`config.mk`:
```
export PLATFORM = sky130hd
export DESIGN_NAME = pwm_capture_wrapper_flat
export DESIGN_NICKNAME = d
export VERILOG_FILES = /design/src/rtl/pwm_capture_if.sv /design/src/rtl/pwm_capture_wrapper.sv /design/src/flat_wrapper.sv
export SDC_FILE = /design/constraint.sdc
export NUM_CORES = 1
export LEC_CHECK = 0
export CAP_MARGIN = 10
export CORE_MARGIN = 2
export CORE_UTILIZATION = 50
export DETAILED_ROUTE_END_ITERATION = 16
export GPL_ROUTABILITY_DRIVEN = 0
export PLACE_DENSITY = 0.77
export SLEW_MARGIN = 20
export SYNTH_ARGS = -nofsm -noshare
export SYNTH_HDL_FRONTEND = slang
export SYNTH_SLANG_ARGS = --single-unit
```
`constraint.sdc`:
```
create_clock -name clk_i -period 2 [get_ports clk_i]
set_clock_uncertainty 0.05 [all_clocks]
set_input_delay 0.3 -clock clk_i [delete_from_list [all_inputs] [get_ports clk_i]]
set_output_delay 0.3 -clock clk_i [all_outputs]
set_load 0.1 [all_outputs]
```
`src/rtl/pwm_capture_if.sv`:
```
// Device bus responder interface for the PWM capture block.
// Request/rvalid protocol: one request per cycle, response exactly one cycle later.
interface pwm_capture_if #(
  parameter int BusAddrWidth = 32,
  parameter int BusDataWidth = 32
);
  logic                    device_req_i;
  logic [BusAddrWidth-1:0] device_addr_i;
  logic                    device_we_i;
  logic [3:0]              device_be_i;
  logic [BusDataWidth-1:0] device_wdata_i;
  logic                    device_rvalid_o;
  logic [BusDataWidth-1:0] device_rdata_o;

  modport master (
    output device_req_i, device_addr_i, device_we_i, device_be_i, device_wdata_i,
    input  device_rvalid_o, device_rdata_o
  );

  modport slave (
    input  device_req_i, device_addr_i, device_we_i, device_be_i, device_wdata_i,
    output device_rvalid_o, device_rdata_o
  );
endinterface

```
`src/rtl/pwm_capture_wrapper.sv`:
```
// Bus-readable PWM input capture. Each channel measures high time and period
// in clk_i cycles between rising edges of its synchronised input.
//
// Register map (per channel, index = addr[9:3]):
//   word 0 : [31] valid, [30] overflow, [CapCtrSize-1:0] high time  (write bit0=1 clears flags)
//   word 1 : [CapCtrSize-1:0] period
module pwm_capture_wrapper #(
  parameter int CapWidth     = 4,
  parameter int CapCtrSize   = 16,
  parameter int BusAddrWidth = 32,
  parameter int BusDataWidth = 32
) (
  input  logic                clk_i,
  input  logic                rst_ni,
  pwm_capture_if.slave        bus,
  input  logic [CapWidth-1:0] pwm_i
);

  localparam logic [CapCtrSize-1:0] CntMax = '1;
  localparam logic [CapCtrSize-1:0] CntOne = CapCtrSize'(1);

  logic [CapWidth-1:0] sync1_q, sync1_d;
  logic [CapWidth-1:0] sync2_q, sync2_d;
  logic [CapWidth-1:0] prev_q, prev_d;
  logic [CapWidth-1:0] armed_q, armed_d;
  logic [CapWidth-1:0] valid_q, valid_d;
  logic [CapWidth-1:0] ovf_q, ovf_d;

  logic [CapWidth-1:0][CapCtrSize-1:0] cnt_q, cnt_d;
  logic [CapWidth-1:0][CapCtrSize-1:0] hi_tmp_q, hi_tmp_d;
  logic [CapWidth-1:0][CapCtrSize-1:0] high_q, high_d;
  logic [CapWidth-1:0][CapCtrSize-1:0] period_q, period_d;

  logic                    rvalid_q, rvalid_d;
  logic [BusDataWidth-1:0] rdata_q, rdata_d;

  logic [CapWidth-1:0] rise, fall, sat;
  logic [CapWidth-1:0] chan_hit, clr;
  logic [CapWidth-1:0] set_valid, set_ovf;
  logic [6:0]          idx;
  logic                word_sel;
  logic [BusDataWidth-1:0] rd_word;

  assign idx      = bus.device_addr_i[9:3];
  assign word_sel = bus.device_addr_i[2];
  assign rise     = sync2_q & ~prev_q;
  assign fall     = ~sync2_q & prev_q;

  // Byte enables, upper address bits and the rest of wdata carry no meaning here.
  logic unused_bus;
  assign unused_bus = ^{bus.device_be_i, bus.device_addr_i[BusAddrWidth-1:10],
                        bus.device_addr_i[1:0], bus.device_wdata_i[BusDataWidth-1:1]};

  // Address decode: which channel (if any) the request targets, and W1C strobes.
  always_comb begin
    chan_hit = '0;
    clr      = '0;
    sat      = '0;
    for (int c = 0; c < CapWidth; c++) begin
      chan_hit[c] = (idx == 7'(c));
      clr[c]      = bus.device_req_i & bus.device_we_i & ~word_sel &
                    bus.device_wdata_i[0] & chan_hit[c];
      sat[c]      = (cnt_q[c] == CntMax);
    end
  end

  // Per-channel synchroniser, edge counter and capture logic.
  always_comb begin
    sync1_d   = pwm_i;
    sync2_d   = sync1_q;
    prev_d    = sync2_q;
    armed_d   = armed_q;
    cnt_d     = cnt_q;
    hi_tmp_d  = hi_tmp_q;
    high_d    = high_q;
    period_d  = period_q;
    set_valid = '0;
    set_ovf   = '0;
    for (int c = 0; c < CapWidth; c++) begin
      if (rise[c])     cnt_d[c] = CntOne;
      else if (!sat[c]) cnt_d[c] = cnt_q[c] + CntOne;

      if (fall[c]) hi_tmp_d[c] = cnt_q[c];

      if (rise[c]) begin
        if (armed_q[c]) begin
          // The first rise after reset only arms; a full period needs two rises.
          period_d[c]  = cnt_q[c];
          high_d[c]    = hi_tmp_q[c];
          set_valid[c] = 1'b1;
          set_ovf[c]   = sat[c];
        end else begin
          armed_d[c] = 1'b1;
        end
      end else if (!fall[c] && armed_q[c] && sat[c]) begin
        set_ovf[c] = 1'b1;
      end
    end
    // A set in the same cycle as a software clear takes priority.
    valid_d = set_valid | (valid_q & ~clr);
    ovf_d   = set_ovf   | (ovf_q   & ~clr);
  end

  // Read mux and registered bus response; reads see pre-update state.
  always_comb begin
    rd_word  = '0;
    rvalid_d = bus.device_req_i;
    rdata_d  = '0;
    for (int c = 0; c < CapWidth; c++) begin
      if (chan_hit[c]) begin
        if (!word_sel) begin
          rd_word[BusDataWidth-1]  = valid_q[c];
          rd_word[BusDataWidth-2]  = ovf_q[c];
          rd_word[CapCtrSize-1:0]  = high_q[c];
        end else begin
          rd_word[CapCtrSize-1:0]  = period_q[c];
        end
      end
    end
    if (bus.device_req_i && !bus.device_we_i) rdata_d = rd_word;
  end

  // State registers.
  always_ff @(posedge clk_i or negedge rst_ni) begin
    if (!rst_ni) begin
      sync1_q  <= '0;
      sync2_q  <= '0;
      prev_q   <= '0;
      armed_q  <= '0;
      valid_q  <= '0;
      ovf_q    <= '0;
      cnt_q    <= '0;
      hi_tmp_q <= '0;
      high_q   <= '0;
      period_q <= '0;
      rvalid_q <= 1'b0;
      rdata_q  <= '0;
    end else begin
      sync1_q  <= sync1_d;
      sync2_q  <= sync2_d;
      prev_q   <= prev_d;
      armed_q  <= armed_d;
      valid_q  <= valid_d;
      ovf_q    <= ovf_d;
      cnt_q    <= cnt_d;
      hi_tmp_q <= hi_tmp_d;
      high_q   <= high_d;
      period_q <= period_d;
      rvalid_q <= rvalid_d;
      rdata_q  <= rdata_d;
    end
  end

  assign bus.device_rvalid_o = rvalid_q;
  assign bus.device_rdata_o  = rdata_q;

endmodule

```
`src/flat_wrapper.sv`:
```
// flat-port wrapper written by rule: the top's interface ports become plain ports
module pwm_capture_wrapper_flat 
#(
  parameter int CapWidth     = 4,
  parameter int CapCtrSize   = 16,
  parameter int BusAddrWidth = 32,
  parameter int BusDataWidth = 32
)
  (clk_i, rst_ni, pwm_i, bus_device_req_i, bus_device_addr_i, bus_device_we_i, bus_device_be_i, bus_device_wdata_i, bus_device_rvalid_o, bus_device_rdata_o);
  pwm_capture_if #(.BusAddrWidth(BusAddrWidth), .BusDataWidth(BusDataWidth)) bus_i ();
  input  logic clk_i;
  input  logic rst_ni;
  input  logic [CapWidth-1:0] pwm_i;
  input wire logic [$bits(bus_i.device_req_i)-1:0] bus_device_req_i;
  input wire logic [$bits(bus_i.device_addr_i)-1:0] bus_device_addr_i;
  input wire logic [$bits(bus_i.device_we_i)-1:0] bus_device_we_i;
  input wire logic [$bits(bus_i.device_be_i)-1:0] bus_device_be_i;
  input wire logic [$bits(bus_i.device_wdata_i)-1:0] bus_device_wdata_i;
  output wire logic [$bits(bus_i.device_rvalid_o)-1:0] bus_device_rvalid_o;
  output wire logic [$bits(bus_i.device_rdata_o)-1:0] bus_device_rdata_o;
  assign bus_i.device_req_i = bus_device_req_i;
  assign bus_i.device_addr_i = bus_device_addr_i;
  assign bus_i.device_we_i = bus_device_we_i;
  assign bus_i.device_be_i = bus_device_be_i;
  assign bus_i.device_wdata_i = bus_device_wdata_i;
  assign bus_device_rvalid_o = bus_i.device_rvalid_o;
  assign bus_device_rdata_o = bus_i.device_rdata_o;
  pwm_capture_wrapper #(.CapWidth(CapWidth), .CapCtrSize(CapCtrSize), .BusAddrWidth(BusAddrWidth), .BusDataWidth(BusDataWidth)) u_core (.clk_i(clk_i), .rst_ni(rst_ni), .bus(bus_i), .pwm_i(pwm_i));
endmodule
```
==> results of run 1 <==
## sequential cells by signal, indices dropped and copies added, names as in the netlist
signal / count
u_core.armed_q: 4
u_core.bus.device_rdata_o: 18
u_core.bus.device_rvalid_o: 1
u_core.cnt_q: 64
u_core.hi_tmp_q: 64
u_core.high_q: 64
u_core.ovf_q: 4
u_core.period_q: 64
u_core.prev_d: 4
u_core.prev_q: 4
u_core.sync1_q: 4
u_core.valid_q: 4
## worst max-delay path by stage
stage | startpoint | to | cells past startpoint
6_report | u_core.cnt_q[48] | u_core.cnt_q[63] | 5
5_1_grt | u_core.cnt_q[48] | u_core.cnt_q[63] | 5
4_1_cts | u_core.cnt_q[48] | u_core.cnt_q[63] | 5
3_5_place_dp | bus_device_addr_i[5] | u_core.bus.device_rdata_o[15] | 7
3_3_place_gp | bus_device_addr_i[5] | u_core.bus.device_rdata_o[2] | 7
2_1_floorplan | u_core.cnt_q[48] | u_core.cnt_q[63] | 5
## cell usage after synthesis, types with 4 or more instances
cell type | n | share of area
a2111oi_0 | 8 | 0.0053
mux2i_1 | 22 | 0.017
a41oi_1 | 4 | 0.0027
clkbuf_1 | 21 | 0.0060
buf_4 | 19 | 0.011
nor4_4 | 4 | 0.0065
nand2_1 | 50 | 0.014
a2111oi_2 | 9 | 0.010
mux2_2 | 184 | 0.16
a211oi_1 | 20 | 0.011
and3_1 | 12 | 0.0057
mux4_2 | 16 | 0.027
or4_1 | 5 | 0.0029
a21oi_1 | 22 | 0.0084
inv_1 | 8 | 0.0023
a31oi_1 | 7 | 0.0033
dfrtp_1 | 299 | 0.57
xor2_1 | 6 | 0.0040
and4_1 | 12 | 0.0080
or3_1 | 14 | 0.0067
buf_1 | 11 | 0.0031
nor4_1 | 8 | 0.0038
o21ai_0 | 35 | 0.013
nor3_1 | 18 | 0.0068
nor2_1 | 49 | 0.014
nand4_1 | 12 | 0.0057
nand3_1 | 18 | 0.0068
ha_1 | 4 | 0.0038
buf_6 | 4 | 0.0034
buf_2 | 11 | 0.0042
nor2b_1 | 20 | 0.0095
nand2b_1 | 16 | 0.0076
## cell families after synthesis
group           Yosys count  synth area share
flops                   299             0.568
buf+inv                  77            0.0310
mux                     222             0.202
other cells               1          0.000285
xor+xnor                  9           0.00599
compound gates          139            0.0777
fa+ha+maj                 4           0.00380
simple gates            252             0.111
## per-stage QoR
| stage | total power, W | instance area (µm²) | utilization | setup WS [ns] |
|---|---|---|---|---|
| 6_report | 0.0152 | 15500 | 0.596 | 0.0726 |
| 5_1_grt | 0.0158 | 15500 | 0.596 | 0.00951 |
| 4_1_cts | 0.0153 | 15500 | 0.595 | 0.0892 |
| 3_5_place_dp | 0.00904 | 14300 | 0.551 | -0.431 |
| 3_3_place_gp | 0.00892 | 14300 | 0.551 | -0.454 |
| 2_1_floorplan | 0.00828 | 13200 | - | 0.174 |
## area by class of cell
| type | count | area (µm²) | share of cell area |
|---|---|---|---|
| flip-flops and latches | 299 | 7480 | 0.484 |
| multi-input cells | 640 | 5330 | 0.345 |
| repair buffers | 125 | 1080 | 0.0700 |
| clock buffers | 42 | 907 | 0.0586 |
| well taps | 335 | 419 | 0.0271 |
| clock inverters | 16 | 219 | 0.0141 |
| inverters | 8 | 30.0 | 0.00194 |
## power by group
group / internal [W] / switching, W
Sequential: 0.00666 / 0.000485
Clock: 0.00382 / 0.00239
Combinational: 0.000862 / 0.000952
## what timing repair did
item / 4_1_cts / 5_1_grt
resized for setup: 0 / 2
hold buffers: 1 / 0
endpoints found under the hold margin: 50 / 0
endpoints found under the setup margin: 0 / 2
## cells in the final DEF (no fill, tap or decap), drive strengths merged, types with 12 or more instances in the layout
cell type / count
a2111oi: 17
a211oi: 20
a21oi: 22
and3: 12
and4: 12
buf: 110
clkbuf: 42
clkdlybuf4s50: 14
conb: 14
dfrtp: 299
mux2: 184
mux2i: 22
mux4: 16
nand2: 50
nand2b: 16
nand3: 18
nand4: 16
nor2: 49
nor2b: 20
nor3: 18
nor4: 12
o21ai: 35
or3: 14
## per-layer routing
metal | track usage | routed length, µm | vias to the layer above
met1 | 0.296 | 12900 | 4410
li1 | - | - | 3907
met3 | 0.0353 | 1370 | 33
met2 | 0.338 | 13500 | 187
met4 | 0.0506 | 435 | 0
met5 | 0 | 0 | -
==> impl_metrics.toml, run 1 <==
[min_path]
hold_depth = 1
hold-path-endpoint = "u_core.sync1_q[2]"
hp-start = "pwm_i[2]"
hold_path.class = "in2reg"

[critical_path]
end_kind = "register"
arrival_ns = 2.37
r2r_start = "u_core.cnt_q[48]"
cp_cell_sequence = "ha_1, and3_1, a311o_1, or3_1, a21oi_1"
critPathRequiredTime_ns = 2.44
r2r_cells = 5
max_stage_delay_ns = 0.42
crit_fanout = 6
critical_path_buf_inv_count = 0
path_delay_family = "simple AND/OR/NAND/NOR gates"
worst-r2r-setup-slack_ns = 0.07
r2r_end = "u_core.cnt_q[63]"
crit_type = "reg2reg"
critical-path-slowest-cell = "a311o_1"
cp-start-kind = "register"

[finish]
fin_nets = 1185
drive_gt1_frac = 0.345
syn_to_final_growth_pct = 17.6
fillers = 1934
fin_cells = 1465
num_antenna_cells = 0

[sta]
relSlewSlack = 0.559
fmax_mhz = 519
period_needed_ns = 1.93
finalSetupTns_ns = 0
setup_violations = 0
hold_viol_final = 0
rsz0062_at_grt = "no"
finalCritPeriodShare = 0.964
worst_pin_slew_ns = 0.655
holdWs_ns = 0.121
slew_viol_final = 0

[synth]
syn-cell-area_um2 = 13200
synth.distinct_cells = 62
syn_avg_cell_area_um2 = 13.1
ys_seq_area_frac = 0.568
synth_edf_count = 0
synth_cells = 1003
async_flop_share = 1.00
ys_seq_elements = 299
yosys_warnings = 0
synth-main-ff-cell = "dfrtp_1"

[routing]
wl_per_cell_um = 19.2
postRouteWirelength_um = 28200
postRouteAntennaNets = 0
drt_iter0_markers = 562
detail_route.first_pass.iterations = 5
drt-vias-per-instance = 5.83
drc = 0
vias = 8537

[floorplan]
coreArea_um2 = 26000
boundaryPins = 109
rows = 59
die_height_um = 166
die_area_um2 = 27600
initial_core_util = 0.507
die_w_um = 166

[cts]
cts.root.buffer_cell = "clkbuf_16"
cts_tree = "yes"
cts.clk_slew.worst_paths_ns = 0.06
postCtsSetupBuffers = 0
cts_buffers = 31
clk-insertion-delay-late_ns = 0.57
htree_num_levels = 1
clock_sinks = 299
cts_buffer_depth = 3

[power]
peakVddDrop_mv = 0.726
leakagePower_nw = 7.30
p_per_area_nw_per_um2 = 980

[placement]
dp_hpwl_um = 19600
placed_cells = 1406
io_buffers = 35

[global_route]
grt_max_degree = 60
grt_pass1_vias = 8695
grt_pass1_wl_um = 46900
gr-usage-all-layers = 0.208
overflow = 0
antenna_found_initial = 0

[status]
status = "completed"

[run]
timing.max_cap.violations = 0
(Power assumes the default switching activity.)
==> inputs of run 2 (changes only) <==
CORE_ASPECT_RATIO = 0.5   (was not set)
==> run 2 against run 1 <==
Compared with the run above: setup slack better by 0.037 ns; clock-buffer cell count down 4; die area rose by 0.28%; critical path depth unchanged; combinational power about the same; critical endpoint unchanged.
==> impl_metrics.toml, run 2 (synthesis gave the netlist of run 1 again) <==
[sta]
period_needed_ns = 1.89
fmax_mhz = 529
worst_pin_slew_ns = 0.868
relSlewSlack = 0.421
rsz0062_at_grt = "no"
finalCritPeriodShare = 0.945
holdWs_ns = 0.150
setup_violations = 0
hold_viol_final = 0
slew_viol_final = 0
finalSetupTns_ns = 0

[global_route]
grt_max_degree = 63
gr-usage-all-layers = 0.209
antenna_found_initial = 0
grt_pass1_wl_um = 46200
overflow = 0
grt_pass1_vias = 8766

[min_path]
hold_path.class = "in2reg"

[finish]
final_cell_mix = "299 x dfrtp_1, 184 x mux2_2, 75 x buf_4, 50 x nand2_1, 49 x nor2_1"
fin_nets = 1159
multi_input_area_um2 = 5340
syn_to_final_growth_pct = 14.9
final_common_cell = "dfrtp_1"
drive_gt1_frac = 0.324
num_antenna_cells = 0
area.sequential_um2 = 7480
final_area_um2 = 15100
fillers = 1891

[routing]
drt-vias-per-instance = 5.90
detail_route.first_pass.iterations = 5
vias = 8504
drt_iter0_markers = 812
wl_per_cell_um = 19.6
postRouteWirelength_um = 28300
drc = 0
postRouteAntennaNets = 0

[critical_path]
end_kind = "register"
arrival_ns = 2.29
max_stage_delay_ns = 0.42
cp-start-kind = "register"
crit_fanout = 6
critPathRequiredTime_ns = 2.40
critical-path-slowest-cell = "a311o_1"
cp_cell_sequence = "ha_1, and3_1, a311o_1, or3_1, a21oi_1"
crit_type = "reg2reg"

[status]
status = "completed"

[cts]
cts_tree = "yes"
cts_buffers = 27
cts.root.buffer_cell = "clkbuf_16"
clock_sinks = 299
cts.clk_slew.worst_paths_ns = 0.06
htree_num_levels = 1
clk-insertion-delay-late_ns = 0.54
cts_buffer_depth = 3

[power]
peakVddDrop_mv = 0.556
p_per_area_nw_per_um2 = 925
leakagePower_nw = 7.09

[floorplan]
die_w_um = 233
coreArea_um2 = 25500
die_area_um2 = 27700
initial_core_util = 0.515
die_height_um = 119
boundaryPins = 109
rows = 41

[placement]
io_buffers = 35
placed_area_um2 = 14200
dp_hpwl_um = 19100

[run]
timing.max_cap.violations = 0
==> run 2: repair_timing <==
action | 4_1_cts | 5_1_grt
endpoints found under the setup margin | 0 | 4
buffers inserted | 0 | 3
hold endpoints to repair | 45 | 0
resized for setup | 0 | 2
hold buffers | 1 | 0
==> run 2: per-stage QoR <==
stage	setup WS [ns]	util	power [W]	instances
6_report	0.109	0.592	0.0140	1442
5_1_grt	0.00200	0.592	0.0146	1442
4_1_cts	0.0717	0.591	0.0141	1439
3_5_place_dp	-0.193	0.556	0.00900	1390
3_3_place_gp	-0.193	0.556	0.00887	1390
2_1_floorplan	0.174	-	0.00828	1016
==> run 2: layout make-up <==
type / count / area share
timing repair buffer: 103 / 0.0640
tap: 344 / 0.0284
inverter: 8 / 0.00198
clock inverter: 10 / 0.00546
multi-input combinational: 640 / 0.353
sequential: 299 / 0.494
clock buffer: 38 / 0.0527
==> run 2: worst max-delay path: cells and delay by family (launching register included) <==
kind                       cells  cell delay, ns
adders and majority gates      1            0.25
and+or+nand+nor                2            0.58
DFF                            1            0.38
AOI/OAI and AO/OA              2            0.56
==> run 2: power breakdown <==
part           internal, W  switching (W)  leakage, nW
logic             0.000836       0.000964         2.65
clock network      0.00290        0.00218        0.444
registers          0.00665       0.000461         4.00
==> run 2: metal layers <==
metal / share of wire / global-route usage
met1: 0.44 / 0.288
met2: 0.50 / 0.357
met3: 0.037 / 0.0251
met4: 0.020 / 0.0494
met5: 0 / 0
==> run 2: path summary, 6_finish.rpt <==
| check | startpoint | to | slack (ns) | cells past startpoint |
|---|---|---|---|---|
| min in group asynchronous | rst_ni | u_core.hi_tmp_q[14] | 0.22 | 2 |
| worst min register to register | u_core.sync1_q[3] | u_core.prev_d[3] | 0.30 | 0 |
| worst min-delay path | pwm_i[1] | u_core.sync1_q[1] | 0.15 | 1 |
| max in group asynchronous | rst_ni | u_core.cnt_q[55] | 0.98 | 3 |
| worst max register to register | u_core.cnt_q[48] | u_core.cnt_q[63] | 0.11 | 5 |
| worst max-delay path | u_core.cnt_q[48] | u_core.cnt_q[63] | 0.11 | 5 |
